`config.mk`:
```
export PLATFORM = sky130hd
export DESIGN_NAME = axi_grid_sni_rd
export DESIGN_NICKNAME = d
export VERILOG_FILES = /design/src/rtl/axi_grid_sni_pkg.sv /design/src/rtl/axi_grid_sni_slot_table.sv /design/src/rtl/axi_grid_sni_rd.sv
export SDC_FILE = /design/constraint.sdc
export NUM_CORES = 1
export LEC_CHECK = 0
export CAP_MARGIN = 40
export CORE_ASPECT_RATIO = 1.4
export CORE_MARGIN = 2
export CORE_UTILIZATION = 29
export DETAILED_ROUTE_END_ITERATION = 8
export HOLD_SLACK_MARGIN = 0.03
export PLACE_DENSITY = 0.73
export SLEW_MARGIN = 20
export SYNTH_ARGS = -nofsm -noshare
export SYNTH_HDL_FRONTEND = slang
export SYNTH_HIERARCHICAL = 1
export SYNTH_SLANG_ARGS = --single-unit
```
`constraint.sdc`:
```
create_clock -name clk_i -period 4.49 [get_ports clk_i]
set_input_delay 0.898 -clock clk_i [delete_from_list [all_inputs] [get_ports clk_i]]
set_output_delay 0.898 -clock clk_i [all_outputs]
set_load 0.01 [all_outputs]
```
`src/rtl/axi_grid_sni_pkg.sv`:
```
// Shared types and helpers for the grid read-path slave network interface.
//   r_owner_e   : which source currently drives the AXI R channel
//   err_state_e : state of the local DECERR responder
//   slot_t      : one entry of the outstanding-read table
//   region_match: single address-map entry comparison
package axi_grid_sni_pkg;

    typedef enum logic [1:0] {
        R_NONE = 2'd0,
        R_GRID = 2'd1,
        R_ERR  = 2'd2
    } r_owner_e;

    typedef enum logic [0:0] {
        ERR_IDLE = 1'b0,
        ERR_RESP = 1'b1
    } err_state_e;

    // Widest AXI ID a slot can hold; narrower IDs are zero-extended.
    localparam int SLOT_ID_MAX = 16;

    typedef struct packed {
        logic                   valid;
        logic [SLOT_ID_MAX-1:0] id;
    } slot_t;

    localparam int         DEC_ADDR_MAX = 64;
    localparam logic [1:0] RESP_DECERR  = 2'b11;

    function automatic logic region_match(
        input logic [DEC_ADDR_MAX-1:0] addr,
        input logic [DEC_ADDR_MAX-1:0] base,
        input logic [DEC_ADDR_MAX-1:0] mask
    );
        return (addr & mask) == base;
    endfunction

endpackage

```
`src/rtl/axi_grid_sni_slot_table.sv`:
```
// Outstanding-read slot table. The slot index is the grid tag.
//   alloc_en/alloc_id      : mark lowest free slot valid and store the AXI ID
//   alloc_ok/alloc_tag     : a free slot exists / its index (from registered state)
//   free_en/free_tag       : clear a slot at the next clock edge
//   lookup_tag             : tag of the returning R flit
//   lookup_valid/lookup_id : slot state and stored ID for that tag
//   count                  : number of valid slots
module axi_grid_sni_slot_table
    import axi_grid_sni_pkg::*;
#(
    parameter int  MAX_OUTSTANDING = 8,
    parameter int  ID_WIDTH        = 4,
    localparam int TAG_W           = $clog2(MAX_OUTSTANDING),
    localparam int CNT_W           = $clog2(MAX_OUTSTANDING + 1)
) (
    input  logic                clk_i,
    input  logic                arst_ni,
    input  logic                alloc_en,
    input  logic [ID_WIDTH-1:0] alloc_id,
    output logic                alloc_ok,
    output logic [TAG_W-1:0]    alloc_tag,
    input  logic                free_en,
    input  logic [TAG_W-1:0]    free_tag,
    input  logic [TAG_W-1:0]    lookup_tag,
    output logic                lookup_valid,
    output logic [ID_WIDTH-1:0] lookup_id,
    output logic [CNT_W-1:0]    count
);

    slot_t            table_reg [MAX_OUTSTANDING];
    logic [CNT_W-1:0] count_reg;
    logic             free_hit;

    // Lowest free index wins; scanning downward lets the lowest overwrite.
    always_comb begin
        alloc_ok  = 1'b0;
        alloc_tag = '0;
        for (int i = MAX_OUTSTANDING - 1; i >= 0; i--) begin
            if (!table_reg[i].valid) begin
                alloc_ok  = 1'b1;
                alloc_tag = TAG_W'(i);
            end
        end
    end

    // Only a valid slot can be freed, so the count never underflows.
    assign free_hit     = free_en && table_reg[free_tag].valid;
    assign lookup_valid = table_reg[lookup_tag].valid;
    assign lookup_id    = ID_WIDTH'(table_reg[lookup_tag].id);
    assign count        = count_reg;

    always_ff @(posedge clk_i or negedge arst_ni) begin
        if (!arst_ni) begin
            for (int i = 0; i < MAX_OUTSTANDING; i++) begin
                table_reg[i] <= '0;
            end
            count_reg <= '0;
        end else begin
            // Allocation targets an invalid slot and freeing a valid one,
            // so the two writes never hit the same entry.
            if (free_hit) begin
                table_reg[free_tag].valid <= 1'b0;
            end
            if (alloc_en && alloc_ok) begin
                table_reg[alloc_tag].valid <= 1'b1;
                table_reg[alloc_tag].id    <= SLOT_ID_MAX'(alloc_id);
            end
            count_reg <= count_reg + CNT_W'(alloc_en && alloc_ok) - CNT_W'(free_hit);
        end
    end

endmodule

```
`src/rtl/axi_grid_sni_rd.sv`:
```
// Read-path slave network interface between a local AXI master and the grid.
//   s_ar_* : AXI AR from the master      s_r_* : AXI R back to the master
//   g_ar_* : tagged AR flit to the grid  g_r_* : tagged R flits from the grid
//   outstanding_o  : number of reads in flight on the grid
//   err_spurious_o : one-cycle pulse after an R flit with an unallocated tag
// Unmapped addresses are answered locally with a DECERR burst.
module axi_grid_sni_rd
    import axi_grid_sni_pkg::*;
#(
    parameter int  ADDR_WIDTH      = 32,
    parameter int  DATA_WIDTH      = 64,
    parameter int  ID_WIDTH        = 4,
    parameter int  GRID_ID_WIDTH   = 4,
    parameter logic [GRID_ID_WIDTH-1:0] NI_ID = '0,
    parameter int  NUM_REGIONS     = 4,
    parameter logic [NUM_REGIONS*ADDR_WIDTH-1:0]    REGION_BASE = '0,
    parameter logic [NUM_REGIONS*ADDR_WIDTH-1:0]    REGION_MASK = '0,
    parameter logic [NUM_REGIONS*GRID_ID_WIDTH-1:0] REGION_DEST = '0,
    parameter int  MAX_OUTSTANDING = 8,
    localparam int TAG_W           = $clog2(MAX_OUTSTANDING),
    localparam int CNT_W           = $clog2(MAX_OUTSTANDING + 1)
) (
    input  logic                     clk_i,
    input  logic                     arst_ni,
    input  logic                     s_ar_valid_i,
    output logic                     s_ar_ready_o,
    input  logic [ID_WIDTH-1:0]      s_ar_id_i,
    input  logic [ADDR_WIDTH-1:0]    s_ar_addr_i,
    input  logic [7:0]               s_ar_len_i,
    input  logic [2:0]               s_ar_size_i,
    input  logic [1:0]               s_ar_burst_i,
    output logic                     s_r_valid_o,
    input  logic                     s_r_ready_i,
    output logic [ID_WIDTH-1:0]      s_r_id_o,
    output logic [DATA_WIDTH-1:0]    s_r_data_o,
    output logic [1:0]               s_r_resp_o,
    output logic                     s_r_last_o,
    output logic                     g_ar_valid_o,
    input  logic                     g_ar_ready_i,
    output logic [GRID_ID_WIDTH-1:0] g_ar_dst_o,
    output logic [GRID_ID_WIDTH-1:0] g_ar_src_o,
    output logic [TAG_W-1:0]         g_ar_tag_o,
    output logic [ADDR_WIDTH-1:0]    g_ar_addr_o,
    output logic [7:0]               g_ar_len_o,
    output logic [2:0]               g_ar_size_o,
    output logic [1:0]               g_ar_burst_o,
    input  logic                     g_r_valid_i,
    output logic                     g_r_ready_o,
    input  logic [TAG_W-1:0]         g_r_tag_i,
    input  logic [DATA_WIDTH-1:0]    g_r_data_i,
    input  logic [1:0]               g_r_resp_i,
    input  logic                     g_r_last_i,
    output logic [CNT_W-1:0]         outstanding_o,
    output logic                     err_spurious_o
);

    logic [NUM_REGIONS-1:0]   hit_vec;
    logic                     hit_any;
    logic [GRID_ID_WIDTH-1:0] hit_dst;
    logic                     alloc_ok, alloc_en, slot_valid;
    logic [TAG_W-1:0]         alloc_tag;
    logic [ID_WIDTH-1:0]      slot_id;

    r_owner_e                 owner_reg;
    err_state_e               err_state_reg;
    logic [ID_WIDTH-1:0]      err_id_reg;
    logic [7:0]               err_len_reg, err_beat_reg;
    logic                     spurious_reg;

    logic spurious, grid_take, grid_sel, err_sel, err_last;
    logic grid_hs, grid_last_hs, err_hs, err_last_hs;

    // ---------------- address decode ----------------
    generate
        for (genvar gi = 0; gi < NUM_REGIONS; gi++) begin : g_dec
            assign hit_vec[gi] = region_match(
                DEC_ADDR_MAX'(s_ar_addr_i),
                DEC_ADDR_MAX'(REGION_BASE[gi*ADDR_WIDTH +: ADDR_WIDTH]),
                DEC_ADDR_MAX'(REGION_MASK[gi*ADDR_WIDTH +: ADDR_WIDTH]));
        end
    endgenerate

    always_comb begin
        hit_any = 1'b0;
        hit_dst = '0;
        for (int i = NUM_REGIONS - 1; i >= 0; i--) begin
            if (hit_vec[i]) begin
                hit_any = 1'b1;
                hit_dst = REGION_DEST[i*GRID_ID_WIDTH +: GRID_ID_WIDTH];
            end
        end
    end

    // ---------------- AR path ----------------
    assign g_ar_valid_o = s_ar_valid_i && hit_any && alloc_ok;
    assign s_ar_ready_o = hit_any ? (g_ar_ready_i && alloc_ok) : (err_state_reg == ERR_IDLE);
    assign alloc_en     = s_ar_valid_i && s_ar_ready_o && hit_any;
    assign g_ar_dst_o   = hit_dst;
    assign g_ar_src_o   = NI_ID;
    assign g_ar_tag_o   = alloc_tag;
    assign g_ar_addr_o  = s_ar_addr_i;
    assign g_ar_len_o   = s_ar_len_i;
    assign g_ar_size_o  = s_ar_size_i;
    assign g_ar_burst_o = s_ar_burst_i;

    axi_grid_sni_slot_table #(
        .MAX_OUTSTANDING (MAX_OUTSTANDING),
        .ID_WIDTH        (ID_WIDTH)
    ) u_slot_table (
        .clk_i        (clk_i),
        .arst_ni      (arst_ni),
        .alloc_en     (alloc_en),
        .alloc_id     (s_ar_id_i),
        .alloc_ok     (alloc_ok),
        .alloc_tag    (alloc_tag),
        .free_en      (grid_last_hs),
        .free_tag     (g_r_tag_i),
        .lookup_tag   (g_r_tag_i),
        .lookup_valid (slot_valid),
        .lookup_id    (slot_id),
        .count        (outstanding_o)
    );

    // ---------------- R path ----------------
    // A flit for an unallocated tag is swallowed without touching ownership.
    assign spurious  = g_r_valid_i && !slot_valid;
    assign grid_take = g_r_valid_i && slot_valid;
    assign grid_sel  = (owner_reg == R_GRID) || (owner_reg == R_NONE && grid_take);
    assign err_sel   = (owner_reg == R_ERR) ||
                       (owner_reg == R_NONE && !grid_take && err_state_reg == ERR_RESP);
    assign err_last  = (err_beat_reg == err_len_reg);

    assign grid_hs      = grid_sel && grid_take && s_r_ready_i;
    assign grid_last_hs = grid_hs && g_r_last_i;
    assign err_hs       = err_sel && s_r_ready_i;
    assign err_last_hs  = err_hs && err_last;

    assign g_r_ready_o    = spurious || (grid_sel && s_r_ready_i);
    assign err_spurious_o = spurious_reg;

    always_comb begin
        s_r_valid_o = 1'b0;
        s_r_id_o    = slot_id;
        s_r_data_o  = g_r_data_i;
        s_r_resp_o  = g_r_resp_i;
        s_r_last_o  = g_r_last_i;
        if (grid_sel) begin
            s_r_valid_o = grid_take;
        end else if (err_sel) begin
            s_r_valid_o = 1'b1;
            s_r_id_o    = err_id_reg;
            s_r_data_o  = '0;
            s_r_resp_o  = RESP_DECERR;
            s_r_last_o  = err_last;
        end
    end

    // Owner is claimed on the first beat and released on the last-beat
    // handshake, so grid and error bursts never interleave.
    always_ff @(posedge clk_i or negedge arst_ni) begin
        if (!arst_ni) begin
            owner_reg    <= R_NONE;
            spurious_reg <= 1'b0;
        end else begin
            spurious_reg <= spurious;
            case (owner_reg)
                R_NONE: begin
                    if (grid_take) begin
                        owner_reg <= grid_last_hs ? R_NONE : R_GRID;
                    end else if (err_state_reg == ERR_RESP) begin
                        owner_reg <= err_last_hs ? R_NONE : R_ERR;
                    end
                end
                R_GRID:  if (grid_last_hs) owner_reg <= R_NONE;
                R_ERR:   if (err_last_hs)  owner_reg <= R_NONE;
                default: owner_reg <= R_NONE;
            endcase
        end
    end

    // Local DECERR responder: len+1 beats, never holds a slot.
    always_ff @(posedge clk_i or negedge arst_ni) begin
        if (!arst_ni) begin
            err_state_reg <= ERR_IDLE;
            err_id_reg    <= '0;
            err_len_reg   <= '0;
            err_beat_reg  <= '0;
        end else begin
            case (err_state_reg)
                ERR_IDLE: begin
                    if (s_ar_valid_i && !hit_any) begin
                        err_state_reg <= ERR_RESP;
                        err_id_reg    <= s_ar_id_i;
                        err_len_reg   <= s_ar_len_i;
                        err_beat_reg  <= '0;
                    end
                end
                ERR_RESP: begin
                    if (err_hs) begin
                        if (err_last) begin
                            err_state_reg <= ERR_IDLE;
                        end else begin
                            err_beat_reg <= err_beat_reg + 8'd1;
                        end
                    end
                end
                default: err_state_reg <= ERR_IDLE;
            endcase
        end
    end

endmodule

```
==> flow_summary.yaml, run 1 <==
outcome:
  status: "finished, final reports clean"
global_routing:
  grt_pass1_wl_um: 21200
  grt_pass1_vias: 3201
  overflow: 0
  grtUsageTotal_pct: 20.9
  grt_max_degree: 57
  antenna_found_initial: 6
clock_network:
  cts_buffer_depth: 2
  cts_hold_buf: 0
  clockRootBuffer: "clkbuf_16"
  clock_latency_ps: 300
  clock-sinks: 56
  numCtsBuffers: 5
  cts_max_level: 2
  path_clk_slew_ps: 70
  cts_tree: "built"
worst_setup_path:
  required_ps: 3590
  arrival_ps: 3480
  cp-start-kind: "input pin"
  critPathMaxFanout: 29
  endpoint_kind: "primary output"
  critPathKind: "input pin to primary output"
floorplan:
  die_w_um: 101
  fp.dieArea_mm2: 0.0141
  start_util_pct: 29.7
  coreArea_mm2: 0.0129
  die_y_um: 140
  ios: 261
  rows: 49
route:
  vias: 3143
  drc: 0
  wire_per_inst_um: 24.0
  met1_length_um: 5850
  wl_met2_um: 6610
  dr.pass1.iters: 4
  top_layer: "met5"
  drt_iter0_markers: 112
  met3_wirelength_um: 2370
  ant_nets: 0
  wl_um: 15200
  viasPerCell: 4.96
power_and_ir_drop:
  p_per_area_mw_per_mm2: 404
  cellLeakagePower_nw: 2.86
  vdd_ir_drop_max_uv: 239
synthesis:
  seq_area_frac_synth_pct: 36.7
  syn_area_mm2: 0.00382
  synthTopCellsByArea: "dfrtp_1, and2_1, buf_4"
  ys_ff_latch: 56
  async_flop_share_pct: 100
  avgSynthCellArea_um2: 10.6
  ys_types: 48
  synth_mux_area_share_pct: 19.5
  synth_top_cell_by_area: "dfrtp_1"
  synth_edf_count: 0
  synth-xor-area-share_pct: 2.06
  synth_top_area_share_pct: 36.7
  synth_top_family_by_area: "simple AND/OR/NAND/NOR gates"
  ys.flop_type: "dfrtp_1"
  synth-compound-area-share_pct: 4.19
  synthAdderAreaFrac_pct: 2.49
  yosys_warnings: 6
  synthSimpleGateAreaFrac_pct: 22.5
  syn_inst: 359
finish:
  fillers: 1224
  fin_nets: 611
  stdcell_count: 634
  largest_register_ffs: 40
  syn_to_final_growth_pct: 46.2
  layout-drive-gt1-share_pct: 16.7
placed_design:
  gp_congestion: 0.880
  port_buffers: 162
  dpl.hpwl_um: 12500
  dp_cells: 625
timing:
  rsz0062_at_grt: "false"
  hold_ws_ps: 498
  worstMarginPinSlew_ps: 710
  max_slew_margin_pct: 52.6
  setup_viol: 0
  drv_slew: 0
  post-route-period-util_pct: 97.5
  hold_violations: 0
  finalClockSkew_ps: 4.91
  period_minus_slack_ps: 4380
  max_freq_mhz: 228
run:
  maxCapViolCount: 0
min_path:
  hold_path_class: "flip-flop to flip-flop"
synthesized netlist by cell type, types with 2 or more instances:
library cell / number
and2_1: 70
dfrtp_1: 56
buf_4: 53
mux2_2: 33
nand2_1: 18
mux4_2: 10
clkbuf_1: 9
nand2b_1: 9
nor2_1: 9
inv_1: 8
o21ai_0: 8
xnor2_1: 7
ha_1: 6
a21oi_1: 5
mux2_4: 5
nor2b_1: 5
nand4_1: 4
buf_2: 3
nor3_1: 3
a21o_1: 2
and3_1: 2
mux4_1: 2
nand3_1: 2
nand3b_1: 2
o31ai_1: 2
or2_2: 2
or4b_4: 2
xor2_1: 2
metrics by stage:
| step | util (%) | cell area (um^2) | setup WS, ps | total power [mW] | setup TNS, ps |
|---|---|---|---|---|---|
| after global placement | 41.1 | 5290 | -54.6 | 1.85 | -1930 |
| final | 43.4 | 5580 | 113 | 2.25 | 0 |
| after CTS | 42.1 | 5430 | 28.1 | 2.29 | 0 |
| after global routing | 43.3 | 5580 | 31.9 | 2.38 | 0 |
| after floorplan | - | 3850 | 661 | 1.45 | 0 |
| after detailed placement | 41.1 | 5290 | -72.9 | 1.89 | -2850 |
critical path, stage by stage:
cell	delay (ps)
clkdlybuf4s50_1	510
mux4_1	550
mux2_2	320
nand2_1	90
a21oi_1	70
or2_4	270
buf_8	160
nand2b_1	70
clkdlybuf4s50_1	530
routing by layer:
metal	GRT usage [%]	vias up
met1	26.5	1509
met2	30.8	216
met4	6.26	4
met5	0	-
met3	10.9	25
li1	-	1389
kinds of logic (layout without fill, tap and decap cells):
kind of cell | after synthesis | in the layout
multiplexers | 52 | 52
buffers and inverters | 73 | 186
flip-flops | 56 | 56
XOR/XNOR | 9 | 9
AND/OR/NAND/NOR | 138 | 138
AO/OA/AOI/OAI | 23 | 23
adder cells (fa/ha/maj) | 7 | 7
other | 1 | 10
cells in the final DEF (no fill, tap or decap), drive strengths merged, types with 3 or more instances in the layout:
master and instances:
nor2b 5, nand4 4, nand2 19, ha 6
nor2 9, conb 8, dlygate4sd2 10, dlymetal6s2s 61
and3 3, nand3 3, dfrtp 56, xnor2 7
and2 70, clkdlybuf4s50 90, buf 10, nand2b 10
or2 3, mux2 39, inv 8, o21ai 9
clkbuf 5, a21oi 6, mux4 12, nor3 4
path summary, 6_finish.rpt:
path,startpoint,to,slack (ps),cells after the start
worst max-delay path,g_r_tag_i[0],s_r_resp_o[1],110,9
worst min-delay path,err_beat_reg[7]$_DFFE_PN0P_,err_beat_reg[7]$_DFFE_PN0P_,500,1
worst max register to register,u_slot_table/table_reg[50]$_DFF_PN0_,u_slot_table/count[2]$_DFF_PN0_,1470,12
worst min register to register,err_beat_reg[7]$_DFFE_PN0P_,err_beat_reg[7]$_DFFE_PN0P_,500,1
max in group asynchronous,arst_ni,u_slot_table/table_reg[70]$_DFFE_PN0P_,3290,2
min in group asynchronous,arst_ni,u_slot_table/table_reg[84]$_DFF_PN0_,730,2
power breakdown:
group,switching (mW),internal (mW)
clock network,0.181,0.203
registers,0.152,0.692
logic,0.433,0.593
what timing repair did:
item                       4_1_cts  5_1_grt
setup buffers                    0        0
gates resized for setup         14       61
setup endpoints to repair       72       61
cloned                           0        0
cell type report:
type                            count  area [um^2]  share of cell area [%]
Multi-Input combinational cell    237         1970                    35.3
Antenna cell                        2         5.00                  0.0896
Clock inverter                      2         12.5                   0.224
Sequential cell                    56         1400                    25.1
Timing Repair Buffer              171         1850                    33.1
Tap cell                          153          191                    3.43
Inverter                            8         30.0                   0.538
Clock buffer                        5          125                    2.24
Note: power is estimated with default switching activity, not from simulation.
==> inputs of run 2 (changes only) <==
HOLD_SLACK_MARGIN = 0.02   (was 0.03)
SYNTH_HIERARCHICAL = not set   (was 1)
==> run 2 against run 1 <==
Routed wire length down 9.4%; final area decreased by 2.8%; global-route usage fell by 1.5 points; total power up 0.96%; flip-flop and latch count is the same; combinational power is 5% lower; critical path type unchanged; maximum frequency is 1.3% higher; critical path depth decreased by 1; sequential share of layout area is 0.73 points higher; register-to-register slack better by 340 ps; die area is 0.35% lower; area after synthesis shrank 0.36%.
==> flow_summary.yaml, run 2 <==
synthesis:
  ys_types: 52
  ys_top_cells_by_count: "nor2b_1, dfrtp_1, buf_4"
  yosys_warnings: 0
  synthTopCellsByArea: "dfrtp_1, nor2b_1, buf_4"
  synth_top_cell_by_area: "dfrtp_1"
  syn_inst: 384
  synth_top_area_share_pct: 36.8
  ys_ff_latch: 56
  syn_area_mm2: 0.00381
  yosysMostFrequentCell: "nor2b_1"
  async_flop_share_pct: 100
  seq_area_frac_synth_pct: 36.8
  ys.flop_type: "dfrtp_1"
  avgSynthCellArea_um2: 9.91
  synth_edf_count: 0
timing:
  max_slew_margin_pct: 57.6
  max_freq_mhz: 231
  post-route-period-util_pct: 96.2
  drv_slew: 0
  hold_violations: 0
  timing.final.ws_setup_ps: 169
  finalSetupTns_ps: 0
  finalClockSkew_ps: 4.97
  rsz0062_at_grt: "false"
  worstMarginPinSlew_ps: 636
  setup_viol: 0
  period_minus_slack_ps: 4320
route:
  vias: 3188
  wl_met2_um: 6190
  dr.pass1.iters: 4
  drt_iter0_markers: 150
  wire_per_inst_um: 21.1
  wl_um: 13800
  ant_nets: 0
  drc: 0
  top_layer: "met5"
  viasPerCell: 4.88
  met1_length_um: 5090
  met3_wirelength_um: 1520
clock_network:
  cts_resized: 0
  post_cts_buffers: 0
  clockRootBuffer: "clkbuf_16"
  cts_buffer_depth: 2
  cts_max_level: 2
  cts_hold_buf: 0
  numCtsBuffers: 5
  clock-sinks: 56
  cts_tree: "built"
  path_clk_slew_ps: 70
  clock_latency_ps: 300
global_routing:
  grtUsageTotal_pct: 19.3
  antenna_found_initial: 1
  grt_pass1_vias: 3371
  grt_pass1_wl_um: 20400
  grt_max_degree: 71
  overflow: 0
floorplan:
  die_w_um: 101
  fp.dieArea_mm2: 0.0141
  die_y_um: 140
  rows: 49
  ios: 261
  coreArea_mm2: 0.0128
  start_util_pct: 29.7
placed_design:
  dp_slack_ps: 175
  dp_cells: 644
  dpl.hpwl_um: 10900
  gp_congestion: 0.825
  place_area_mm2: 0.00524
  port_buffers: 162
finish:
  layout-drive-gt1-share_pct: 14.0
  stdcell_count: 653
  largest_register_ffs: 40
  diodes: 0
  final_common_cell: "clkdlybuf4s50_1"
  design_area_mm2: 0.00543
  fin_nets: 631
  syn_to_final_growth_pct: 42.6
  layout_common_cells: "clkdlybuf4s50_1, nor2b_1, dfrtp_1"
worst_setup_path:
  startpoint: "g_r_tag_i[1]"
  critPathKind: "input pin to primary output"
  reg2reg_depth: 10
  endpoint: "s_r_data_o[22]"
  cp-start-kind: "input pin"
  critPathMaxFanout: 70
  reg2reg_from: "u_slot_table.table_reg[50]$_DFF_PN0_"
  arrival_ps: 3420
  endpoint_kind: "primary output"
  timing.rr.end: "u_slot_table.count[2]$_DFF_PN0_"
  ff2ff_setup_slack_ps: 1810
  required_ps: 3590
outcome:
  status: "finished, final reports clean"
power_and_ir_drop:
  vdd_ir_drop_max_uv: 204
  total_power_mw: 2.28
  p_per_area_mw_per_mm2: 419
  cellLeakagePower_nw: 2.31
run:
  maxCapViolCount: 0
min_path:
  hold_path_class: "input pin to asynchronous set/reset pin"
run 2: changes by cell type in the layout (fill, tap and decap cells not counted), sizes merged, moves of 10 or more:
cell           delta
and2             -69
clkdlybuf4s50    +71
dlygate4sd2      -10
dlymetal6s2s     -61
mux4             -10
nor2             +13
nor2b            +66
run 2: per-stage QoR:
| stage | utilization [%] | hold slack [ps] |
|---|---|---|
| after floorplan | - | 435 |
| after detailed placement | 40.9 | 459 |
| after global placement | 40.8 | 453 |
| after global routing | 42.3 | 413 |
| final | 42.3 | 405 |
| after CTS | 42.2 | 469 |
run 2: area by class of cell:
class	instances	area, um^2
inverter	14	52.6
clock buffer	5	125
fill	1219	7390
multi-input combinational	251	1900
clock inverter	3	46.3
timing repair buffer	171	1710
tap	153	191
sequential	56	1400
run 2: how the worst min path moves through the flow:
stage | slack, ps | to | cells past startpoint | start
floorplan | 430 | err_beat_reg[7]$_DFFE_PN0P_ | 1 | err_beat_reg[7]$_DFFE_PN0P_
global placement | 450 | err_beat_reg[7]$_DFFE_PN0P_ | 1 | err_beat_reg[7]$_DFFE_PN0P_
detailed placement | 460 | err_beat_reg[7]$_DFFE_PN0P_ | 1 | err_beat_reg[7]$_DFFE_PN0P_
CTS | 470 | err_beat_reg[7]$_DFFE_PN0P_ | 1 | err_beat_reg[7]$_DFFE_PN0P_
global route | 410 | u_slot_table.count[3]$_DFF_PN0_ | 1 | arst_ni
finish | 400 | u_slot_table.count[3]$_DFF_PN0_ | 1 | arst_ni
run 2: where the power goes:
part | leakage [nW] | switching, mW | internal [mW]
logic | 1.54 | 0.419 | 0.556
registers | 0.686 | 0.144 | 0.700
clock network | 0.0857 | 0.190 | 0.267
run 2: cell families (layout without fill, tap and decap cells):
logic type	count (synthesis)	in the layout	share of synthesized area, %
compound gates	33	33	6.67
xor+xnor	9	9	2.07
fa+ha+maj	7	7	2.50
buf+inv	84	193	14.0
flops	56	56	36.8
mux	49	49	15.0
other cells	1	8	0.0985
simple gates	145	145	22.8
run 2: critical path: stages:
cell and delay (ps):
clkdlybuf4s50_1 580, nor2b_1 250, a22o_2 270, nor4b_4 350, nor2_4 70, buf_12 190
nor2b_1 200, clkdlybuf4s50_1 560
run 2: per-layer routing:
metal,track usage [%],vias to the layer above
li1,-,1464
met2,29.6,155
met4,12.6,2
met5,0,-
met1,22.0,1496
met3,7.63,71
